--- src/rtl/virtual_tm1638_scanned_display.sv ---
// rtl/virtual_tm1638_scanned_display.sv - scanned-segment TM1638 panel renderer into a 2-stage VGA pixel pipeline
// Optional feature macro: VIRTUAL_TM1638_PERSIST_EN (per-digit refresh persistence / blanking)
module virtual_tm1638_scanned_display #(
  parameter int w_digit        = 8,
  parameter int w_led          = 8,
  parameter int w_keys         = 8,
  parameter int screen_width   = 640,
  parameter int screen_height  = 480,
  parameter int w_x            = $clog2(screen_width),
  parameter int w_y            = $clog2(screen_height),
  parameter int scale_shift    = 4,
  parameter int offset_x       = 16,
  parameter int offset_y       = 16,
  parameter int persist_frames = 3
) (
  input  logic               clk,
  input  logic               rst,
  input  logic [7:0]         hgfedcba,
  input  logic [w_digit-1:0] digit,
  input  logic [w_led-1:0]   ledr,
  input  logic [w_keys-1:0]  keys,
  input  logic               display_on,
  input  logic               frame_start,
  input  logic [w_x-1:0]     x,
  input  logic [w_y-1:0]     y,
  output logic               red,
  output logic               green,
  output logic               blue
);

  localparam int dispx = 4 * w_digit + 1;

  // Latched segment patterns, one byte per digit (bit0 = a ... bit7 = h)
  logic [7:0] hex [w_digit];

  // Digits whose segments must be suppressed because they went stale
  logic [w_digit-1:0] stale;

  // LED/key vectors widened to one bit per digit; missing positions read as off
  logic [w_digit-1:0] led_ext;
  logic [w_digit-1:0] key_ext;

  assign led_ext = w_digit'(ledr);
  assign key_ext = w_digit'(keys);

  // Segment latch: every strobed digit captures the bus, several at once if needed
  always_ff @(posedge clk) begin
    if (rst) begin
      for (int i = 0; i < w_digit; i++) hex[i] <= 8'h00;
    end else begin
      for (int i = 0; i < w_digit; i++) begin
        if (digit[i]) hex[i] <= hgfedcba;
      end
    end
  end

`ifdef VIRTUAL_TM1638_PERSIST_EN
  localparam logic [7:0] age_max = 8'(persist_frames);

  // Age in frames since each digit was last strobed; saturates at age_max
  logic [7:0] age [w_digit];

  // Age counters: a strobe restarts the count and beats a coincident frame_start
  always_ff @(posedge clk) begin
    if (rst) begin
      for (int i = 0; i < w_digit; i++) age[i] <= age_max;
    end else begin
      for (int i = 0; i < w_digit; i++) begin
        if (digit[i]) begin
          age[i] <= 8'h00;
        end else if (frame_start && (age[i] < age_max)) begin
          age[i] <= age[i] + 8'h01;
        end
      end
    end
  end

  // A digit that reached the age limit is treated as not being driven any more
  always_comb begin
    stale = '0;
    for (int i = 0; i < w_digit; i++) stale[i] = (age[i] == age_max);
  end
`else
  // Without persistence frames are irrelevant; keep the input visibly consumed
  logic unused_frame_start;
  assign unused_frame_start = frame_start;
  assign stale = '0;
`endif

  // Stage 1 combinational: element coordinates and grid membership
  logic [w_x-1:0] x_rel;
  logic [w_x-1:0] ex_c;
  logic [w_y-1:0] y_rel;
  logic [w_y-1:0] ey_c;
  logic           in_c;

  assign x_rel = x - w_x'(offset_x);
  assign y_rel = y - w_y'(offset_y);
  assign ex_c  = x_rel >> scale_shift;
  assign ey_c  = y_rel >> scale_shift;
  // x/y below the origin wrap in x_rel/y_rel, so the raw compares are required too
  assign in_c  = (x >= w_x'(offset_x)) && (y >= w_y'(offset_y)) &&
                 (int'(ex_c) < dispx) && (int'(ey_c) < 8);

  logic [w_x-1:0] ex_q;
  logic [w_y-1:0] ey_q;
  logic           in_q;

  // Stage 1 register: element coordinates and in-grid flag
  always_ff @(posedge clk) begin
    if (rst) begin
      ex_q <= '0;
      ey_q <= '0;
      in_q <= 1'b0;
    end else begin
      ex_q <= ex_c;
      ey_q <= ey_c;
      in_q <= in_c;
    end
  end

  // Stage 2 combinational: decide which element is lit and its colour
  logic       led_lit;
  logic       key_lit;
  logic       seg_lit;
  logic       sep_lit;
  logic [2:0] rgb_c;

  // Element lookup against the current hex/LED/key state
  always_comb begin
    int col;
    int row;
    int b;
    logic [7:0] hx;
    logic       in3;
    led_lit = 1'b0;
    key_lit = 1'b0;
    seg_lit = 1'b0;
    col     = int'(ex_q);
    row     = int'(ey_q);
    b       = 0;
    hx      = 8'h00;
    in3     = 1'b0;
    sep_lit = (col >= 1) && (col <= dispx - 2);
    for (int i = 0; i < w_digit; i++) begin
      b   = (w_digit - 1 - i) * 4;
      hx  = stale[i] ? 8'h00 : hex[i];
      in3 = (col >= b + 1) && (col <= b + 3);
      if (led_ext[i] && in3) led_lit = 1'b1;
      if (key_ext[i] && in3) key_lit = 1'b1;
      case (row)
        3: if ((col == b + 2) && hx[0]) seg_lit = 1'b1;
        4: if (((col == b + 1) && hx[5]) || ((col == b + 3) && hx[1])) seg_lit = 1'b1;
        5: if ((col == b + 2) && hx[6]) seg_lit = 1'b1;
        6: if (((col == b + 1) && hx[4]) || ((col == b + 3) && hx[2])) seg_lit = 1'b1;
        7: if (((col == b + 2) && hx[3]) || ((col == b + 4) && hx[7])) seg_lit = 1'b1;
        default: ;
      endcase
    end
    case (row)
      0:       rgb_c = led_lit ? 3'b100 : 3'b000;
      1:       rgb_c = sep_lit ? 3'b111 : 3'b000;
      2:       rgb_c = key_lit ? 3'b101 : 3'b000;
      default: rgb_c = seg_lit ? 3'b111 : 3'b000;
    endcase
    if (!in_q || !display_on) rgb_c = 3'b000;
  end

  // Stage 2 register: colour outputs
  always_ff @(posedge clk) begin
    if (rst) begin
      red   <= 1'b0;
      green <= 1'b0;
      blue  <= 1'b0;
    end else begin
      red   <= rgb_c[2];
      green <= rgb_c[1];
      blue  <= rgb_c[0];
    end
  end

endmodule

--- config.mk ---
export PLATFORM = sky130hd
export DESIGN_NAME = virtual_tm1638_scanned_display
export DESIGN_NICKNAME = d
export VERILOG_FILES = /design/src/rtl/virtual_tm1638_scanned_display.sv
export SDC_FILE = /design/constraint.sdc
export NUM_CORES = 1
export LEC_CHECK = 0
export ABC_AREA = 0
export CORE_MARGIN = 5
export CORE_UTILIZATION = 45
export DETAILED_ROUTE_END_ITERATION = 16
export PLACE_DENSITY_LB_ADDON = 0.3
export REMOVE_ABC_BUFFERS = 1
export SYNTH_ARGS = -nofsm -noshare
export SYNTH_HDL_FRONTEND = slang
export SYNTH_SLANG_ARGS = --single-unit
export TNS_END_PERCENT = 30
--- constraint.sdc ---
create_clock -name clk -period 5.4 [get_ports clk]
set_input_delay 0.81 -clock clk [delete_from_list [all_inputs] [get_ports clk]]
set_output_delay 0.81 -clock clk [all_outputs]
set_load 0.005 [all_outputs]
==> flow_metrics.py, run 1 <==
metrics = {
    "pwr": {
        "internal_power_mw": 1.05,
        "p_leak_nw": 1.66,
        "power_per_cell_area_mw_per_mm2": 292,
        "swShare_pct": 22.9,
        "switchingPower_uw": 312,
        "p_comb_share_pct": 12.4,
        "ir_drop_mv": 0.194,
        "seqPwrFrac_pct": 53.8,
        "clock_power_share_pct": 33.8,
        "finalPower_mw": 1.37,
    },
    "floorplan": {
        "design.core.area_mm2": 0.00830,
        "die-area_mm2": 0.0106,
        "dieWidth_um": 103,
        "io_pins": 58,
        "die_h_um": 103,
        "start_util_pct": 46.8,
        "rows": 33,
    },
    "timing": {
        "setup_viol": 0,
        "tightest_slew_ns": 1.00,
        "clock_skew_ns": 0.00437,
        "rsz0062_at_grt": "false",
        "max_freq_ghz": 0.377,
        "drv_slew": 0,
        "min_period_ns": 2.65,
        "fin_tns_setup_ns": 0,
        "hold_viol_final": 0,
        "fin_crit_sh_pct": 49.1,
        "slew_headroom_pct": 33.0,
    },
    "setup_path": {
        "r2r_start": "ex_q[3]",
        "rrSetupSlack_ns": 2.85,
        "arrival_ns": 2.87,
        "cp.required_ns": 5.61,
        "crit_start": "rst",
        "cp-end-kind": "register",
        "start_kind": "input port",
        "rr_endpoint": "blue",
        "rr_worst_depth": 6,
        "crit_type": "in -> reg",
        "critical_path.max_fanout": 29,
    },
    "clocking": {
        "cts_tree": "yes",
        "holdBufCountCts": 0,
        "clk_pin_slew_ns": 0.08,
        "ctsRootBufferMaster": "clkbuf_8",
        "cts.htree.levels": 3,
        "cts_setup_buffers": 0,
        "numClockSinks": 79,
        "post_cts_resized": 0,
        "clock_latency_ns": 0.35,
        "cts-buffers-inserted": 9,
        "cts_buffer_depth": 2,
    },
    "yosys": {
        "synth-async-reset-ratio_pct": 0,
        "ys_types": 58,
        "ys_ff_latch": 79,
        "synth_flop_cell": "edfxtp_1",
        "netlist_area_mm2": 0.00388,
        "synth_edf_count": 64,
        "postSynthAreaPerCell_um2": 12.3,
        "syn_inst": 316,
        "synth-seq-area-share_pct": 57.3,
        "synth_warnings": 0,
    },
    "run_status": {
        "status": "finished clean",
    },
    "global_routing": {
        "grt_pass1_vias": 2700,
        "antenna_found_initial": 0,
        "grt_usage_pct": 17.7,
        "overflow": 0,
        "grt_pass1_wl_um": 13800,
        "grt_max_degree": 30,
    },
    "cells_and_area": {
        "drive_gt1_share_pct": 10.3,
        "mostFrequentLayoutCell": "edfxtp_1",
        "layout_common_cells": "64 x edfxtp_1, 52 x clkdlybuf4s50_1, 48 x and2_1, 18 x nor2_1, 16 x mux2i_1",
        "num-nets-final": 424,
        "area_growth_pct": 20.6,
        "antennaDiodeCount": 0,
        "num-fill-cells": 703,
    },
    "routing": {
        "vias_per_cell": 5.61,
        "dr.first_iter.drc_count": 210,
        "postRouteAntennaNets": 0,
        "wl_per_cell_um": 18.5,
        "drcViolationCount": 0,
        "via_count": 2664,
        "dr.pass1.iters": 4,
        "drt_wl_total_um": 8770,
    },
    "flow_run": {
        "cap_viol_max_count": 0,
    },
    "min_path": {
        "hp-class": "reg -> reg",
        "min_to": "red",
        "hold_depth": 2,
        "worstHoldStart": "in_q",
    },
    "placed_design": {
        "gp_congestion": 0.811,
        "io_buffers": 52,
        "dp_hpwl_um": 6080,
    },
}
==> worst max-delay path, cell delays in order <==
cell and delay (ns):
clkdlybuf4s50_1 0.93, nor2b_1 0.89, and2_1 0.23
==> cell families (layout without fill, tap and decap cells) <==
kind of cell,Yosys count,count (layout),synth area share (%)
and+or+nand+nor,131,131,20.4
buffers and inverters,23,77,2.61
AOI/OAI and AO/OA,48,48,9.64
adders and majority gates,3,3,0.967
xor gates and xnor gates,8,8,1.81
muxes,24,24,7.32
DFF,79,79,57.3
==> routing by layer <==
metal / share of wire [%] / routed length [um] / track usage [%] / up-vias
li1: - / - / - / 1288
met1: 44 / 3840 / 23.7 / 1252
met5: 0 / 0 / 0 / -
met3: 9.3 / 817 / 4.94 / 12
met4: 1.5 / 131 / 6.27 / 0
met2: 45 / 3980 / 27.7 / 112
==> sequential cells by signal, indices dropped and copies added, names as in the netlist <==
name / cells
hex: 64
ex_q: 6
ey_q: 5
blue: 1
green: 1
in_q: 1
red: 1
==> cell usage after synthesis (all sizes together) (6+ instances only) <==
master,n,area share [%]
nand2,7,0.68
or2,9,1.5
clkbuf,7,0.68
and2,48,7.7
buf,8,1.2
nor4,7,1.1
dfxtp,15,7.7
inv,8,0.77
edfxtp,64,50
xnor2,7,1.6
mux2i,16,4.1
nor2,18,1.7
o22ai,6,0.97
nor2b,9,1.5
==> worst max-delay path by stage <==
stage	to	cells after the start
5_1_grt	hex[0][10]	3
4_1_cts	hex[0][21]	3
3_5_place_dp	hex[0][21]	3
6_report	hex[0][21]	3
2_1_floorplan	red	6
3_3_place_gp	hex[0][29]	3
==> power by group through the flow <==
stage,combinational (mW),clock [mW],sequential [mW]
floorplan,0.0890,0,0.743
global placement,0.166,0,0.747
detailed placement,0.169,0,0.749
CTS,0.171,0.469,0.735
global route,0.185,0.495,0.740
finish,0.169,0.462,0.735
==> layout make-up <==
class | instances | area, um2 | area share [%]
inverters | 8 | 30.0 | 0.642
clock inverters | 3 | 68.8 | 1.47
multi-input cells | 214 | 1560 | 33.3
clock buffers | 12 | 135 | 2.89
flip-flops and latches | 79 | 2220 | 47.5
repair buffers | 54 | 536 | 11.4
well taps | 105 | 131 | 2.81
==> metrics by stage <==
| stage | hold slack, ns | cells | area (um2) | setup slack (ns) | util (%) |
|---|---|---|---|---|---|
| final | 0.551 | 475 | 4680 | 2.75 | 56.4 |
| after global routing | 0.582 | 475 | 4680 | 2.62 | 56.4 |
| after CTS | 0.554 | 475 | 4680 | 2.76 | 56.4 |
| after detailed placement | 0.533 | 460 | 4480 | 2.39 | 53.9 |
| after global placement | 0.529 | 460 | 4480 | 2.39 | 53.9 |
| after floorplan | 0.472 | 301 | 3810 | 3.07 | - |
Power figures use the tool's default switching activity.
==> run 2: changes to the inputs <==
clock period = 2.7 ns   (was 5.4 ns; I/O delays follow)
==> run 2 against run 1 <==
Via count increased by 3.0%. Sequential share of layout area decreased by 0.97 points. Critical path depth increased by 3. Total power increased by 91%. Clock power increased by 68%. Non-clock buffer count increased by 17. Clock-buffer cell count decreased by 3.
==> flow_metrics.py, run 2 (synthesized netlist as in run 1, its figures left out) <==
metrics = {
    "run_status": {
        "status": "finished clean",
    },
    "global_routing": {
        "grt_pass1_vias": 2725,
        "use_met3_pct": 3.92,
        "antenna_found_initial": 0,
        "met2_usage_pct": 27.9,
        "grt_pass1_wl_um": 13900,
        "grt_usage_pct": 17.7,
        "grt_max_degree": 21,
        "top_usage_layer": "met2",
        "grt_use_met1_pct": 24.2,
        "overflow": 0,
    },
    "timing": {
        "slew_headroom_pct": 55.1,
        "setup_viol": 0,
        "hold_slack_ns": 0.547,
        "min_period_ns": 2.40,
        "drv_slew": 0,
        "rsz0062_at_grt": "false",
        "clock_skew_ns": 0.00975,
        "fin_crit_sh_pct": 88.8,
        "setup_slack_ns": 0.301,
        "fin_tns_setup_ns": 0,
        "max_freq_ghz": 0.417,
        "hold_viol_final": 0,
        "tightest_slew_ns": 0.672,
    },
    "clocking": {
        "holdBufCountCts": 0,
        "cts_setup_buffers": 0,
        "clock_latency_ns": 0.35,
        "numClockSinks": 79,
        "cts_buffer_depth": 2,
        "clk_pin_slew_ns": 0.09,
        "cts_tree": "yes",
        "post_cts_resized": 0,
        "cts.htree.levels": 3,
        "cts-buffers-inserted": 9,
        "ctsRootBufferMaster": "clkbuf_8",
    },
    "flow_run": {
        "cap_viol_max_count": 0,
    },
    "cells_and_area": {
        "antennaDiodeCount": 0,
        "largest_reg_flops": 64,
        "largestRegisters": "hex (64), ex_q (6), ey_q (5)",
        "area_growth_pct": 23.1,
        "num-nets-final": 441,
        "top_register": "hex",
        "mostFrequentLayoutCell": "edfxtp_1",
        "layoutNonFillerInstCount": 493,
        "num-fill-cells": 705,
        "layout_common_cells": "64 x edfxtp_1, 52 x clkdlybuf4s50_1, 48 x and2_1, 19 x buf_4, 18 x nor2_1",
        "drive_gt1_share_pct": 15.2,
    },
    "routing": {
        "drcViolationCount": 0,
        "drt_wl_total_um": 8910,
        "dr.first_iter.drc_count": 161,
        "dr.pass1.iters": 4,
        "vias_per_cell": 5.56,
        "via_count": 2743,
        "wl_per_cell_um": 18.1,
        "postRouteAntennaNets": 0,
    },
    "floorplan": {
        "die_h_um": 103,
        "start_util_pct": 46.8,
        "rows": 33,
        "dieWidth_um": 103,
        "die-area_mm2": 0.0106,
        "io_pins": 58,
        "design.core.area_mm2": 0.00830,
    },
    "pwr": {
        "finalPower_mw": 2.61,
        "ir_drop_mv": 0.333,
        "power_per_cell_area_mw_per_mm2": 546,
        "p_leak_nw": 1.73,
    },
    "setup_path": {
        "critical_path.max_fanout": 6,
        "arrival_ns": 2.62,
        "start_kind": "register",
        "crit_type": "reg -> reg",
        "cp.required_ns": 2.92,
        "cp-end-kind": "register",
    },
    "placed_design": {
        "placedCellCount": 477,
        "dp_hpwl_um": 6450,
        "io_buffers": 52,
        "gp_congestion": 0.820,
        "dp_worst_setup_slack_ns": 0.305,
    },
    "min_path": {
        "hp-class": "reg -> reg",
    },
}
[run 2: cell count changes in the layout (fill, tap and decap cells not counted)]
cell        before  now
clkinv_2         0    2
clkbuf_1         3    0
clkinvlp_4       0    3
bufinv_16        2    0
buf_4            2   19
clkinv_4         1    2
[run 2: worst max-delay path: stages, from the launching register on]
cell      delay [ns]
dfxtp_1         0.59
mux4_2          0.56
nor3b_1         0.15
nor4_1          0.27
o32ai_1         0.14
a211oi_1        0.42
a31oi_1         0.14
[run 2: metal layers]
metal	up-vias	wire length (um)
li1	1322	-
met1	1292	4040
met4	0	112
met2	119	3950
met5	-	0
met3	10	800
[run 2: layout make-up]
cell class / instances / area (um2) / share of cell area [%]
Clock buffer: 9 / 124 / 2.59
Clock inverter: 7 / 50.0 / 1.05
Inverter: 8 / 30.0 / 0.628
Multi-Input combinational cell: 214 / 1560 / 32.6
Sequential cell: 79 / 2220 / 46.5
Tap cell: 105 / 131 / 2.75
Timing Repair Buffer: 71 / 663 / 13.9
[run 2: power breakdown]
group / internal [mW] / switching [mW] / leakage, nW
Clock: 0.333 / 0.446 / 0.0812
Combinational: 0.193 / 0.170 / 0.839
Sequential: 1.42 / 0.0550 / 0.809
Total: 1.94 / 0.671 / 1.73
[run 2: stage by stage]
step	utilization, %	cell area [um2]
after floorplan	-	3810
after global placement	55.5	4600
final	57.6	4780
after detailed placement	55.5	4600
after CTS	57.6	4780
after global routing	57.6	4780
[run 2: final timing paths]
kind / startpoint / to / slack [ns] / cells past startpoint
setup / recovery: ex_q[1] / blue / 0.30 / 6
hold / removal: in_q / red / 0.55 / 2
setup reg to reg: ex_q[1] / blue / 0.30 / 6
hold reg to reg: in_q / red / 0.55 / 2
==> run 3: changes to the inputs <==
--- a/config.mk
+++ b/config.mk
@@ -9,5 +9,5 @@
 export CORE_MARGIN = 5
-export CORE_UTILIZATION = 45
+export CORE_UTILIZATION = 50
 export DETAILED_ROUTE_END_ITERATION = 16
-export PLACE_DENSITY_LB_ADDON = 0.3
+export PLACE_DENSITY = 0.75
 export REMOVE_ABC_BUFFERS = 1
==> constraint.sdc (replaced) <==
create_clock -name clk -period 2.7 [get_ports clk]
set_input_delay 0.54 -clock clk [delete_from_list [all_inputs] [get_ports clk]]
set_output_delay 0.54 -clock clk [all_outputs]
set_load 0.005 [all_outputs]
==> run 3 against run 2 <==
Non-clock buffer count shrank 4. Maximum frequency grew 1.5%. Clock skew shrank 0.0019 ns. Design area shrank 0.47%. Sequential share of layout area grew 0.22 points. Sequential power is essentially flat. Critical path depth is the same. Combinational power shrank 4%. First-iteration DRC count grew 47%. Critical path type unchanged. Global-route usage grew 0.73 points. Critical endpoint unchanged. Cell count shrank 1.4%.
==> flow_metrics.py, run 3 (synthesized netlist as in run 1, its figures left out) <==
metrics = {
    "global_routing": {
        "overflow": 0,
        "grt_pass1_vias": 2655,
        "grt_usage_pct": 18.4,
        "grt_pass1_wl_um": 13800,
        "grt_max_degree": 21,
        "antenna_found_initial": 0,
    },
    "placed_design": {
        "io_buffers": 52,
        "dp_worst_setup_slack_ns": 0.242,
        "placed_area_mm2": 0.00457,
        "placedCellCount": 470,
        "dp_hpwl_um": 6140,
        "gp_congestion": 0.882,
    },
    "cells_and_area": {
        "final_area_mm2": 0.00476,
        "num-nets-final": 437,
        "layout_common_cells": "64 x edfxtp_1, 52 x clkdlybuf4s50_1, 48 x and2_1, 18 x nor2_1, 16 x mux2i_1",
        "largestRegisters": "hex (64), ex_q (6), ey_q (5)",
        "mostFrequentLayoutCell": "edfxtp_1",
        "antennaDiodeCount": 0,
        "largest_reg_flops": 64,
        "drive_gt1_share_pct": 13.8,
        "area_growth_pct": 22.5,
        "layoutNonFillerInstCount": 486,
        "top_register": "hex",
    },
    "pwr": {
        "switchingPower_uw": 648,
        "clock_power_share_pct": 31.0,
        "p_leak_nw": 1.72,
        "ir_drop_mv": 0.282,
        "internal_power_mw": 1.99,
        "p_comb_share_pct": 13.2,
        "power_per_cell_area_mw_per_mm2": 555,
        "swShare_pct": 24.5,
        "seqPwrFrac_pct": 55.8,
    },
    "setup_path": {
        "rr_endpoint": "blue",
        "critical_path.max_fanout": 7,
        "cp.required_ns": 2.93,
        "arrival_ns": 2.59,
        "rrSetupSlack_ns": 0.34,
        "r2r_start": "ey_q[3]",
        "crit_start": "ey_q[3]",
        "start_kind": "register",
        "crit_type": "reg -> reg",
        "cp-end-kind": "register",
        "rr_worst_depth": 6,
    },
    "routing": {
        "postRouteAntennaNets": 0,
        "vias_per_cell": 5.71,
        "dr.first_iter.drc_count": 236,
        "dr.pass1.iters": 5,
        "drcViolationCount": 0,
        "via_count": 2776,
        "drt_wl_total_um": 8530,
        "wl_per_cell_um": 17.5,
    },
    "timing": {
        "min_period_ns": 2.36,
        "tightest_slew_ns": 0.685,
        "clock_skew_ns": 0.00783,
        "hold_slack_ns": 0.533,
        "max_freq_ghz": 0.423,
        "setup_slack_ns": 0.336,
        "fin_tns_setup_ns": 0,
        "drv_slew": 0,
        "slew_headroom_pct": 54.3,
        "setup_viol": 0,
        "rsz0062_at_grt": "false",
        "hold_viol_final": 0,
        "fin_crit_sh_pct": 87.6,
    },
    "floorplan": {
        "design.core.area_mm2": 0.00765,
        "die_h_um": 98.1,
        "start_util_pct": 50.8,
        "rows": 32,
        "die-area_mm2": 0.00962,
        "io_pins": 58,
        "dieWidth_um": 98.1,
    },
    "clocking": {
        "numClockSinks": 79,
        "cts_tree": "yes",
        "ctsRootBufferMaster": "clkbuf_8",
        "post_cts_resized": 0,
        "cts-buffers-inserted": 9,
        "clk_pin_slew_ns": 0.08,
        "cts_setup_buffers": 0,
        "holdBufCountCts": 0,
        "cts_buffer_depth": 2,
        "clock_latency_ns": 0.35,
        "cts.htree.levels": 3,
    },
    "flow_run": {
        "cap_viol_max_count": 0,
    },
    "min_path": {
        "hp-class": "reg -> reg",
        "worstHoldStart": "in_q",
        "hold_depth": 2,
        "min_to": "blue",
    },
    "run_status": {
        "status": "finished clean",
    },
}
[run 3: changes by cell type in the layout (fill, tap and decap cells not counted), sizes merged]
cell / before / now
clkbuf: 9 / 12
clkinvlp: 3 / 2
clkinv: 4 / 2
buf: 19 / 15
[run 3: how the worst max path moves through the flow]
stage	to	slack, ns	cells past startpoint
3_5_place_dp	in_q	0.24	8
5_1_grt	green	0.17	7
4_1_cts	red	0.30	6
6_report	blue	0.34	6
3_3_place_gp	in_q	0.29	8
2_1_floorplan	red	0.37	6
[run 3: final cells by class]
type | count | area [um2]
multi-input combinational | 214 | 1560
fill | 604 | 2890
inverter | 8 | 30.0
tap | 102 | 128
sequential | 79 | 2220
clock buffer | 12 | 156
timing repair buffer | 67 | 633
clock inverter | 4 | 28.8
[run 3: power groups by stage]
stage               Clock [mW]  Combinational, mW  Sequential [mW]
floorplan                    0              0.178             1.49
global placement             0              0.340             1.50
detailed placement           0              0.349             1.50
CTS                      0.824              0.351             1.47
global route             0.897              0.383             1.48
finish                   0.818              0.350             1.47
[run 3: per-layer routing]
layer / GRT usage, % / up-vias / wire length, um
li1: - / 1317 / -
met1: 25.3 / 1304 / 3800
met2: 27.3 / 139 / 3830
met3: 6.86 / 16 / 741
met4: 5.43 / 0 / 152
met5: 0 / - / 0
[run 3: per-stage QoR]
| step | utilization, % | power [mW] |
|---|---|---|
| after floorplan | - | 1.66 |
| after global placement | 59.8 | 1.84 |
| after detailed placement | 59.8 | 1.85 |
| after CTS | 62.2 | 2.65 |
| after global routing | 62.2 | 2.76 |
| final | 62.2 | 2.64 |
[run 3: critical path: stages (launching register included)]
cell	delay, ns
dfxtp_1	0.32
or3b_4	0.42
or3b_1	0.59
mux2i_1	0.29
o22ai_1	0.12
o31ai_2	0.37
a31oi_1	0.13
